===== config.mk =====
export PLATFORM = sky130hd
export DESIGN_NAME = uart_tx
export DESIGN_NICKNAME = d
export VERILOG_FILES = /design/src/rtl/uart_tx.sv
export SDC_FILE = /design/constraint.sdc
export NUM_CORES = 1
export LEC_CHECK = 0
export BUFFER_PORTS_ARGS = -buffer_cell sky130_fd_sc_hd__buf_2
export CAP_MARGIN = 20
export CORE_MARGIN = 1.5
export CORE_UTILIZATION = 50
export CTS_CLUSTER_SIZE = 28
export DETAILED_ROUTE_END_ITERATION = 8
export GPL_ROUTABILITY_DRIVEN = 1
export PLACE_DENSITY = 0.71
export SYNTH_ARGS = -nofsm -noshare
export SYNTH_HDL_FRONTEND = slang
export SYNTH_SLANG_ARGS = --single-unit

===== constraint.sdc =====
create_clock -name sys_clk -period 1.7 [get_ports sys_clk]
set_input_delay 0.085 -clock sys_clk [delete_from_list [all_inputs] [get_ports sys_clk]]
set_output_delay 0.085 -clock sys_clk [all_outputs]
set_load 0.1 [all_outputs]

===== src/rtl/uart_tx.sv =====
// uart_tx: 8N1 UART transmitter with a one-byte holding register for back-to-back frames.
// Ports:
//   sys_clk   - system clock (single domain)
//   sys_rst_n - asynchronous active-low reset
//   pi_data   - byte to send, sampled when pi_flag=1
//   pi_flag   - one-cycle write strobe
//   tx        - serial line, idles high, LSB first
//   tx_ready  - holding register empty; a strobe this cycle is accepted
//   tx_busy   - a frame is being shifted
//   ovf       - one-cycle pulse when a strobe was dropped
module uart_tx #(
    parameter int UART_BPS = 9600,
    parameter int CLK_FREQ = 50_000_000
) (
    input  logic       sys_clk,
    input  logic       sys_rst_n,
    input  logic [7:0] pi_data,
    input  logic       pi_flag,
    output logic       tx,
    output logic       tx_ready,
    output logic       tx_busy,
    output logic       ovf
);
    localparam int BAUD_CNT_MAX = CLK_FREQ / UART_BPS;
    localparam int CW = $clog2(BAUD_CNT_MAX + 1);
    localparam logic [CW-1:0] BAUD_LAST = CW'(BAUD_CNT_MAX - 1);
    localparam logic [1:0] IDLE = 2'd0, START = 2'd1, DATA = 2'd2, STOP = 2'd3;
    logic [1:0] state_q, state_d;
    logic [CW-1:0] baud_cnt_q, baud_cnt_d;
    logic [2:0] bit_cnt_q, bit_cnt_d;
    logic [7:0] shift_q, shift_d, hold_q, hold_d;
    logic ready_q, ready_d, tx_q, tx_d, busy_q, busy_d, ovf_q, ovf_d;
    logic bit_end, load_point, take_hold, take_in;
    always_comb begin
        bit_end    = baud_cnt_q == BAUD_LAST;
        // A new frame may begin from IDLE or on the last stop clock (no idle gap).
        load_point = state_q == IDLE || (state_q == STOP && bit_end);
        take_hold  = load_point && !ready_q;
        take_in    = load_point && ready_q && pi_flag;
        state_d    = state_q;
        bit_cnt_d  = bit_cnt_q;
        shift_d    = shift_q;
        hold_d     = hold_q;
        ready_d    = ready_q;
        ovf_d      = pi_flag && !ready_q;
        baud_cnt_d = (state_q == IDLE || bit_end) ? '0 : baud_cnt_q + 1'b1;
        case (state_q)
            START: if (bit_end) begin
                state_d   = DATA;
                bit_cnt_d = '0;
            end
            DATA: if (bit_end) begin
                shift_d   = shift_q >> 1;
                bit_cnt_d = bit_cnt_q + 3'd1;
                state_d   = bit_cnt_q == 3'd7 ? STOP : DATA;
            end
            STOP: if (bit_end) state_d = IDLE;
            default: ;
        endcase
        // A queued byte has priority; a strobe in that same cycle sees ready_q=0 and is dropped.
        if (take_hold) begin
            shift_d = hold_q;
            ready_d = 1'b1;
            state_d = START;
        end else if (take_in) begin
            shift_d = pi_data;
            state_d = START;
        end else if (pi_flag && ready_q) begin
            hold_d  = pi_data;
            ready_d = 1'b0;
        end
        // Line level is registered from the next state so tx and tx_busy change together.
        tx_d   = state_d == START ? 1'b0 : state_d == DATA ? shift_d[0] : 1'b1;
        busy_d = state_d != IDLE;
    end
    always_ff @(posedge sys_clk or negedge sys_rst_n) begin
        if (!sys_rst_n) begin
            state_q    <= IDLE;
            baud_cnt_q <= '0;
            bit_cnt_q  <= '0;
            shift_q    <= '0;
            hold_q     <= '0;
            ready_q    <= 1'b1;
            tx_q       <= 1'b1;
            busy_q     <= 1'b0;
            ovf_q      <= 1'b0;
        end else begin
            state_q    <= state_d;
            baud_cnt_q <= baud_cnt_d;
            bit_cnt_q  <= bit_cnt_d;
            shift_q    <= shift_d;
            hold_q     <= hold_d;
            ready_q    <= ready_d;
            tx_q       <= tx_d;
            busy_q     <= busy_d;
            ovf_q      <= ovf_d;
        end
    end
    assign tx       = tx_q;
    assign tx_ready = ready_q;
    assign tx_busy  = busy_q;
    assign ovf      = ovf_q;
endmodule

Word level (Yosys, flattened, before mapping)
Index checks and enable logic that the tools add are counted.
{"block": "word_totals", "regBits": 38, "latch_bits": 0, "ram_bits": 0, "mem_bits_ro": 0, "output_inout_bits": 4, "elab_cells": 63, "mem_count": 0}
{"block": "classes", "addsub": 2, "n_mul": 0, "n_div": 0, "order_cmp": 0, "eq_ne": 10, "shifts": 0, "n_mux": 20, "bitwise": 2, "n_reduce_logical": 19}
{"operator": "two-way mux 8 bit", "count": 4}
{"operator": "adder 13 x 1 -> 13 bit, second input constant", "count": 1}
{"operator": "== test 13 bit, second input constant", "count": 1}
{"operator": "two-way mux 13 bit", "count": 1}
{"operator": "two-way mux 2 bit", "count": 5}
{"operator": "== test 2 bit, second input constant", "count": 3}
{"operator": "logical AND 1 bit", "count": 6}
{"operator": "two-way mux 1 bit", "count": 6}
{"operator": "two-way mux 3 bit", "count": 2}
{"operator": "inequality test 2 bit, second input constant", "count": 3}
{"operator": "one-hot mux 2 bit (3 select lines)", "count": 1}
{"operator": "one-hot mux 3 bit (2 select lines)", "count": 1}
{"operator": "AND reduction 3 bit", "count": 2}
{"operator": "nonzero test 2 bit", "count": 3}
{"operator": "nonzero test 3 bit", "count": 2}
{"operator": "== test 2 x 1 -> 1 bit, second input constant", "count": 2}
{"operator": "AND reduction 2 bit", "count": 2}
{"operator": "adder 3 x 1 -> 3 bit, second input constant", "count": 1}
{"operator": "== test 3 bit, second input constant", "count": 1}
{"operator": "logical NOT 2 bit", "count": 1}
{"operator": "logical OR 1 bit", "count": 2}
{"operator": "NOT 1 bit", "count": 2}
{"operator": "logical NOT 1 bit", "count": 1}

Logic depth before layout (Yosys ltp)
Gate-level depths: netlist of run 1.
{"block": "depth", "depth_word": 10, "ltp_mapped": 7, "depth_no_buf": 5}

Worst setup path before layout of run 1
No wires, ideal clock.
{"block": "synth_path", "kind": "flip-flop to flip-flop", "startpoint": "register ready_q (netlist: tx_ready)", "endpoint": "register hold_q[0]", "setup_ps": 125, "arrival_ps": 1896, "setup_slack_ps": -321, "path_stages_with_launch": 6, "n_path_buf": 2, "synth_period_minus_slack_ps": 2021, "cell_sequence": "dfstp_2 > and2_1 > clkbuf_1 > and2_4 > buf_6 > mux2_4"}
{"block": "synth_between", "elab_chain_cells": 4, "word_cells_on_any_way": 8, "classes_between": "2 x bitwise; 6 x reduce/logical"}
{"item": "from (decl)", "line_no": "32", "text": "logic ready_q, ready_d, tx_q, tx_d, busy_q, busy_d, ovf_q, ovf_d;"}
{"item": "from (signal assigned)", "line_no": "93", "text": "ready_q <= ready_d;"}
{"item": "logical AND 1 bit / logical NOT 1 bit (equally long branches)", "line_no": "39, 38"}
{"item": "logical AND 1 bit, on equally long branches", "line_no": "39, 38"}
{"item": "NOT 1 bit (no source line)"}
{"item": "AND reduction 3 bit (no source line) (*)"}
{"item": "to (signal assigned)", "line_no": "92", "text": "hold_q <= hold_d;"}
{"item": "to (decl)", "line_no": "31", "text": "logic [7:0] shift_q, shift_d, hold_q, hold_d;"}
Every way passes the cells marked *; elsewhere a longest branch is shown, timed or not.
A chain may end at the register's enable or synchronous reset.

Worst setup path after layout of run 1
{"block": "layout_path", "startpoint": "register baud_cnt_q[0]", "endpoint": "register hold_q[7]"}
{"block": "layout_between", "elab_chain_cells": 7, "word_cells_on_any_way": 9, "classes_between": "1 x eq/ne; 2 x bitwise; 6 x reduce/logical"}
{"item": "from (decl)", "line_no": "29", "text": "logic [CW-1:0] baud_cnt_q, baud_cnt_d;"}
{"item": "from (signal assigned)", "line_no": "89", "text": "baud_cnt_q <= baud_cnt_d;"}
{"item": "== test 13 bit (*)", "line_no": "35", "text": "bit_end = baud_cnt_q == BAUD_LAST;"}
{"item": "logical AND 1 bit (*)", "line_no": "37", "text": "load_point = state_q == IDLE || (state_q == STOP && bit_end);"}
{"item": "logical OR 1 bit (*)", "line_no": "37"}
{"item": "logical AND 1 bit (2 in a row)", "line_no": "39", "text": "take_in = load_point && ready_q && pi_flag;"}
{"item": "NOT 1 bit (no source line)"}
{"item": "AND reduction 3 bit (no source line) (*)"}
Marked as above.

==> metrics.md, run 1 <==
| Metric | Value |
|---|---|
| # Max-Cap Violations | 0 |
| Syn. warnings | 0 |
| Initial DRC Count | 92 |
| Syn Area/Cell | 10.80 sq um |
| Placed cell count | 261 |
| Largest net degree at the start of global routing | 39 |
| CTS Root Cell | clkbuf_8 |
| Worst path required time | 1.87 ns |
| Post-Syn Nets | 195 |
| Initial antenna violation count | 0 |
| Max incr delay on CP | 0.39 ns |
| LEAKAGE | 1.111 nW |
| CTS tree | done |
| Ports | 15 |
| Worst-Margin Slew | 0.5022 ns |
| Critical Path AT | 1.89 ns |
| Site row count | 22 |
| Routability cong. | 0.7792 |
| DP Wirelength | 2850 microns |
| WS Path Type | flip-flop to flip-flop |
| Chip height | 65.54 microns |
| Layout cells sized above 1 | 33.78% |
| Num CTS Buffers | 5 |
| Vias per inst | 5.641 |
| Asr flop ratio synth | 100.0% |
| DR vias | 1540 |
| Crit path launch type | flip-flop |
| # DRC | 0 |
| DRT Pass-1 Iters | 4 |
| Worst-path cell chain | ha_2 -> nor4bb_4 -> buf_4 -> a41oi_4 -> and2_4 -> mux2_4 |
| Final setup margin | -0.01611 ns |
| Overall power | 1.673 mW |
| Fin crit period | 1.716 ns |
| Total GRT Usage | 20.63% |
| Final setup viols | 8 |
| Worst-case clock buffer depth | 2 |
| Maximum VDD drop | 575.8 uV |
| Post-synth top area share | 46.07% |
| Number of global-route vias before repair | 1501 |
| Final slew viol count | 0 |
| Final period util | 100.9% |
| DIE WIDTH | 65.54 microns |
| Post-synthesis sequential area ratio | 48.75% |
| Synthesized instance count | 181 |
| Area leader, netlist | dfrtp_1 |
| Initial core utilization | 52.63% |
| Unique masters post-synth | 40 |
| RSZ-0062 raised after global routing | true |
| Hold slack | 0.03815 ns |
| Detailed Route WL | 4057 microns |
| Total grt overflow | 0 |
| Clock Latency Late Sink | 0.29 ns |
| Post-synth EDFFs | 0 |
| Count leader, synth | dfrtp_1 |
| Remaining antenna violation count | 0 |
| Nets | 238 |
| Final std cells w/o fill | 273 |
| CTS H-Tree Depth | 2 |
| Outcome | complete, but fails checks |
| First-pass GRT wire length | 6775 microns |
| Setup TNS Final | -0.09476 ns |
| Clk slew on worst S/H paths | 0.07 ns |
| Top cells by area, synth | dfrtp_1 46%, mux2_4 6.1%, nor2_1 3.8% |
| Max Clock Freq | 582.7 MHz |
| PwrDens | 685.0 nW/um^2 |
| Worst clock skew | 0.005619 ns |
| Failing checks | setup timing |
| Fill cells | 303 |
| Total Die Area | 4295 sq um |
| Max stage delay cell, worst path | dfrtp_1 |
| Antenna Cells | 0 |
| Synth top cells by count | 36 x dfrtp_1, 20 x nor2_1, 10 x nand2_1, 10 x o21ai_0, 9 x nand4_1 |
| Core Area | 3716 sq um |
| Crit. End Element | flip-flop |
| Critical Path Fanout Max | 8 |
| Yosys reg bits | 38 |
| Clock Sinks | 38 |
| Ys flop type | dfrtp_1 |
| Port bufs | 14 |
| WL/cell | 14.86 microns |
| Hold Path Class | primary input to flip-flop |
| Post-Route Utilization | 65.72% |
| Final Hold Viols | 0 |
| Cell area after synthesis | 1956 sq um |
| Synth-to-Final Area Change | 24.89% |
| Slew margin rel. | 66.26% |
sequential cells by signal (all words and copies together) (netlist names):
signal	cells
baud_cnt_q	13
bit_cnt_q	3
hold_q	8
ovf	1
shift_q	8
state_q	2
tx	1
tx_busy	1
tx_ready	1
power breakdown:
group          switching [mW]  internal, mW
clock network           0.306         0.327
registers              0.0129         0.927
logic                  0.0473        0.0522
total                   0.367          1.31
kinds of logic (layout without fill, tap and decap cells):
family                   after synthesis  count (layout)  synth area share (%)
multiplexers                          10              10                 7.166
flip-flops                            38              38                 48.75
AND/OR/NAND/NOR                       68              68                 18.81
buffers and inverters                 12              56                 2.815
adder cells (fa/ha/maj)                3               3                 1.920
AO/OA/AOI/OAI                         40              40                 16.06
XOR/XNOR                              10              10                 4.478
routing by layer:
layer  routed length [microns]  global-route usage, %
met1                      1855                  27.15
met2                      1979                  33.04
met3                       149                  5.822
met4                        73                  6.510
met5                         0                      0
timing repair:
action | CTS | global route
hold endpoints to repair | 36 | 0
hold buffers | 1 | 0
pin swaps | 2 | 4
setup endpoints to repair | 21 | 34
cloned | 1 | 0
gates resized for setup | 6 | 12
setup buffers | 0 | 2
cell usage in the layout (no fill, tap or decap), types with 8 or more instances in the layout:
master	instances
nand2_1	10
mux2_4	8
nor2_1	19
nand4_1	9
buf_2	14
dfrtp_1	36
buf_4	28
o21ai_0	8
path summary, 6_finish.rpt:
path	start	to	slack [ns]	depth (start not counted)
worst max-delay path	baud_cnt_q[0]	hold_q[7]	-0.02	6
worst min-delay path	pi_data[1]	hold_q[1]	0.04	2
worst max register to register	baud_cnt_q[0]	hold_q[7]	-0.02	6
worst min register to register	shift_q[7]	shift_q[7]	0.51	1
max in group asynchronous	sys_rst_n	tx	0.97	3
min in group asynchronous	sys_rst_n	baud_cnt_q[8]	0.37	3
stage by stage:
stage	area, sq um	setup slack, ns
floorplan	1969	-0.1526
global placement	2257	0.006195
detailed placement	2257	-0.04823
CTS	2382	-0.0000004441
global route	2442	-0.07898
finish	2442	-0.01611
worst max-delay path, delay by kind of cell (launching register included):
| family | cells | cell delay (ns) |
|---|---|---|
| AO/OA/AOI/OAI | 1 | 0.14 |
| adder cells (fa/ha/maj) | 1 | 0.19 |
| buffers and inverters | 1 | 0.15 |
| flip-flops | 1 | 0.39 |
| multiplexers | 1 | 0.31 |
| AND/OR/NAND/NOR | 2 | 0.42 |
final cells by class:
type                    instances  area, sq um  area share (%)
well taps                      48        60.06           2.459
clock inverters                 1        5.005          0.2049
multi-input cells             131         1010           41.34
repair buffers                 45        312.8           12.81
inverters                       3        11.26          0.4611
clock buffers                   7        86.33           3.535
flip-flops and latches         38        957.2           39.19
No activity file was read; power rests on OpenSTA's default activity.
==> run 2, diff against run 1 <==
Settings changed: GPL_TIMING_DRIVEN set to 0.
==> run 2 against run 1 <==
The run still ends with setup timing left. Register-to-register slack got worse by 0.07 ns. Cell count shrank 5.1%. Wire length down 0.27%.
==> metrics.md, run 2 (synthesized netlist as in run 1, its figures left out) <==
| Metric | Value |
|---|---|
| Outcome | complete, but fails checks |
| Failing checks | setup timing |
| Clock Sinks | 38 |
| CTS Root Cell | clkbuf_8 |
| DRT Pass-1 Iters | 4 |
| # Max-Cap Violations | 0 |
| DIE WIDTH | 65.54 microns |
| Worst-path cell chain | ha_2 -> nor4bb_4 -> buf_4 -> a41oi_4 -> and2_4 -> mux2_4 |
| Final period util | 104.9% |
| Worst Setup SP | baud_cnt_q[0] |
| Nets | 225 |
| R2r startpoint | baud_cnt_q[0] |
| Max stage delay cell, worst path | dfrtp_1 |
| Initial DRC Count | 108 |
| CP top delay family | simple AND/OR/NAND/NOR gates |
| Worst-case clock buffer depth | 2 |
| Vias per inst | 5.772 |
| Initial antenna violation count | 0 |
| Clk slew on worst S/H paths | 0.07 ns |
| Synth-to-Final Area Change | 18.62% |
| Internal power | 1.260 mW |
| Critical Path Fanout Max | 8 |
| WL/cell | 15.62 microns |
| Ports | 15 |
| Worst path required time | 1.87 ns |
| # DRC | 0 |
| Antenna Cells | 0 |
| Critical Path AT | 1.95 ns |
| Core Area | 3716 sq um |
| Flop pwr share | 57.8% |
| Hold Path Class | primary input to flip-flop |
| RSZ-0062 raised after global routing | true |
| Clk pwr share | 36.1% |
| DP Wirelength | 2688 microns |
| First-pass GRT wire length | 6782 microns |
| Final slew viol count | 0 |
| Bufs and invs on worst path | 1 |
| Hold_sp | pi_data[3] |
| Final setup margin | -0.08298 ns |
| LEAKAGE | 1.023 nW |
| WS Path Type | flip-flop to flip-flop |
| DR vias | 1495 |
| Regs by FF count | baud_cnt_q: 13 flops, hold_q: 8 flops, shift_q: 8 flops |
| Max Clock Freq | 560.9 MHz |
| CTS H-Tree Depth | 2 |
| Final setup viols | 14 |
| Fill cells | 317 |
| Detailed Route WL | 4046 microns |
| Number of global-route vias before repair | 1467 |
| Net Sw Power | 0.3677 mW |
| Num CTS Buffers | 5 |
| Max incr delay on CP | 0.39 ns |
| Total grt overflow | 0 |
| Total GRT Usage | 20.74% |
| Post-Route Utilization | 62.42% |
| Commonest non-fill, non-tap cell in the layout | dfrtp_1 |
| Crit. End Element | flip-flop |
| CTS tree | done |
| Sw frac | 22.58% |
| Fin crit period | 1.783 ns |
| Gate power share | 6.1% |
| Slew margin rel. | 43.00% |
| Largest Register | baud_cnt_q |
| Worst clock skew | 0.01052 ns |
| Port bufs | 14 |
| Largest net degree at the start of global routing | 39 |
| Crit path launch type | flip-flop |
| Leading cell types in the layout, fill and taps excluded | 32 x dfrtp_1, 19 x nor2_1, 14 x buf_2 |
| Remaining antenna violation count | 0 |
| Layout cells sized above 1 | 30.81% |
| Worst-Margin Slew | 0.8551 ns |
| Total Die Area | 4295 sq um |
| Initial core utilization | 52.63% |
| Clock Latency Late Sink | 0.29 ns |
| Site row count | 22 |
| Final Hold Viols | 0 |
| Chip height | 65.54 microns |
| PwrDens | 701.8 nW/um^2 |
| Setup TNS Final | -0.8457 ns |
| Final std cells w/o fill | 259 |
| Maximum VDD drop | 636.6 uV |
| Max reg flops | 13 |
| Placed cell count | 243 |
| Routability cong. | 0.7977 |
==> run 2: changes by cell type in the layout (fill, tap and decap cells not counted), sizes merged <==
cell and delta:
clkinv -1, clkbuf +4, buf -17
==> run 2: path summary, 6_finish.rpt <==
path,slack [ns],depth (start not counted),endpoint
setup / recovery,-0.08,6,hold_q[4]
min in group asynchronous,0.43,2,baud_cnt_q[11]
setup reg to reg,-0.08,6,hold_q[4]
hold / removal,0.04,2,hold_q[3]
max in group asynchronous,0.67,2,baud_cnt_q[6]
hold reg to reg,0.51,1,shift_q[7]
==> run 2: through the flow <==
stage | power, mW | worst slack (ns) | hold WS (ns) | cell area (sq um)
finish | 1.628 | -0.08298 | 0.04430 | 2320
global route | 1.678 | -0.1529 | 0.04794 | 2320
CTS | 1.637 | -0.1188 | 0.03683 | 2288
detailed placement | 1.055 | -0.4126 | 0.2407 | 2100
global placement | 1.050 | -0.3748 | 0.2328 | 2100
floorplan | 1.011 | -0.1526 | -0.2106 | 1969
==> run 2: final cells by class <==
class                   instances  area [sq um]  area share, %
plain buffers                   5         26.28          1.133
clock buffers                   7         76.32          3.290
inverters                       3         11.26         0.4854
multi-input cells             131          1013          43.69
flip-flops and latches         38         962.2          41.48
well taps                      48         60.06          2.589
repair buffers                 27         170.2          7.335
==> run 2: power by group through the flow <==
stage          logic (mW)  clock network, mW  registers [mW]
6_report           0.0989              0.588           0.941
2_1_floorplan      0.0487                  0           0.962
5_1_grt             0.109              0.626           0.943
3_5_place_dp       0.0983                  0           0.957
4_1_cts             0.101              0.597           0.940
3_3_place_gp       0.0949                  0           0.955
==> run 2: worst register-to-register path: cells and delay by family (launching register included) <==
family                   cells  cell delay [ns]
AO/OA/AOI/OAI                1             0.19
adder cells (fa/ha/maj)      1             0.19
buffers and inverters        1             0.15
flip-flops                   1             0.39
multiplexers                 1             0.32
AND/OR/NAND/NOR              2             0.42
==> run 2: what timing repair did <==
action	CTS	global route
hold endpoints to repair	36	0
setup endpoints to repair	33	31
buffers inserted	10	2
hold buffers	1	0
gates resized for setup	14	9
pin swaps	4	10
==> run 2: metal layers <==
| layer | vias up | wire length (microns) | GRT usage (%) |
|---|---|---|---|
| met5 | - | 0 | 0 |
| met4 | 0 | 72 | 8.594 |
| met3 | 11 | 119 | 4.110 |
| met2 | 31 | 1967 | 32.65 |
| met1 | 734 | 1887 | 28.06 |
| li1 | 719 | - | - |
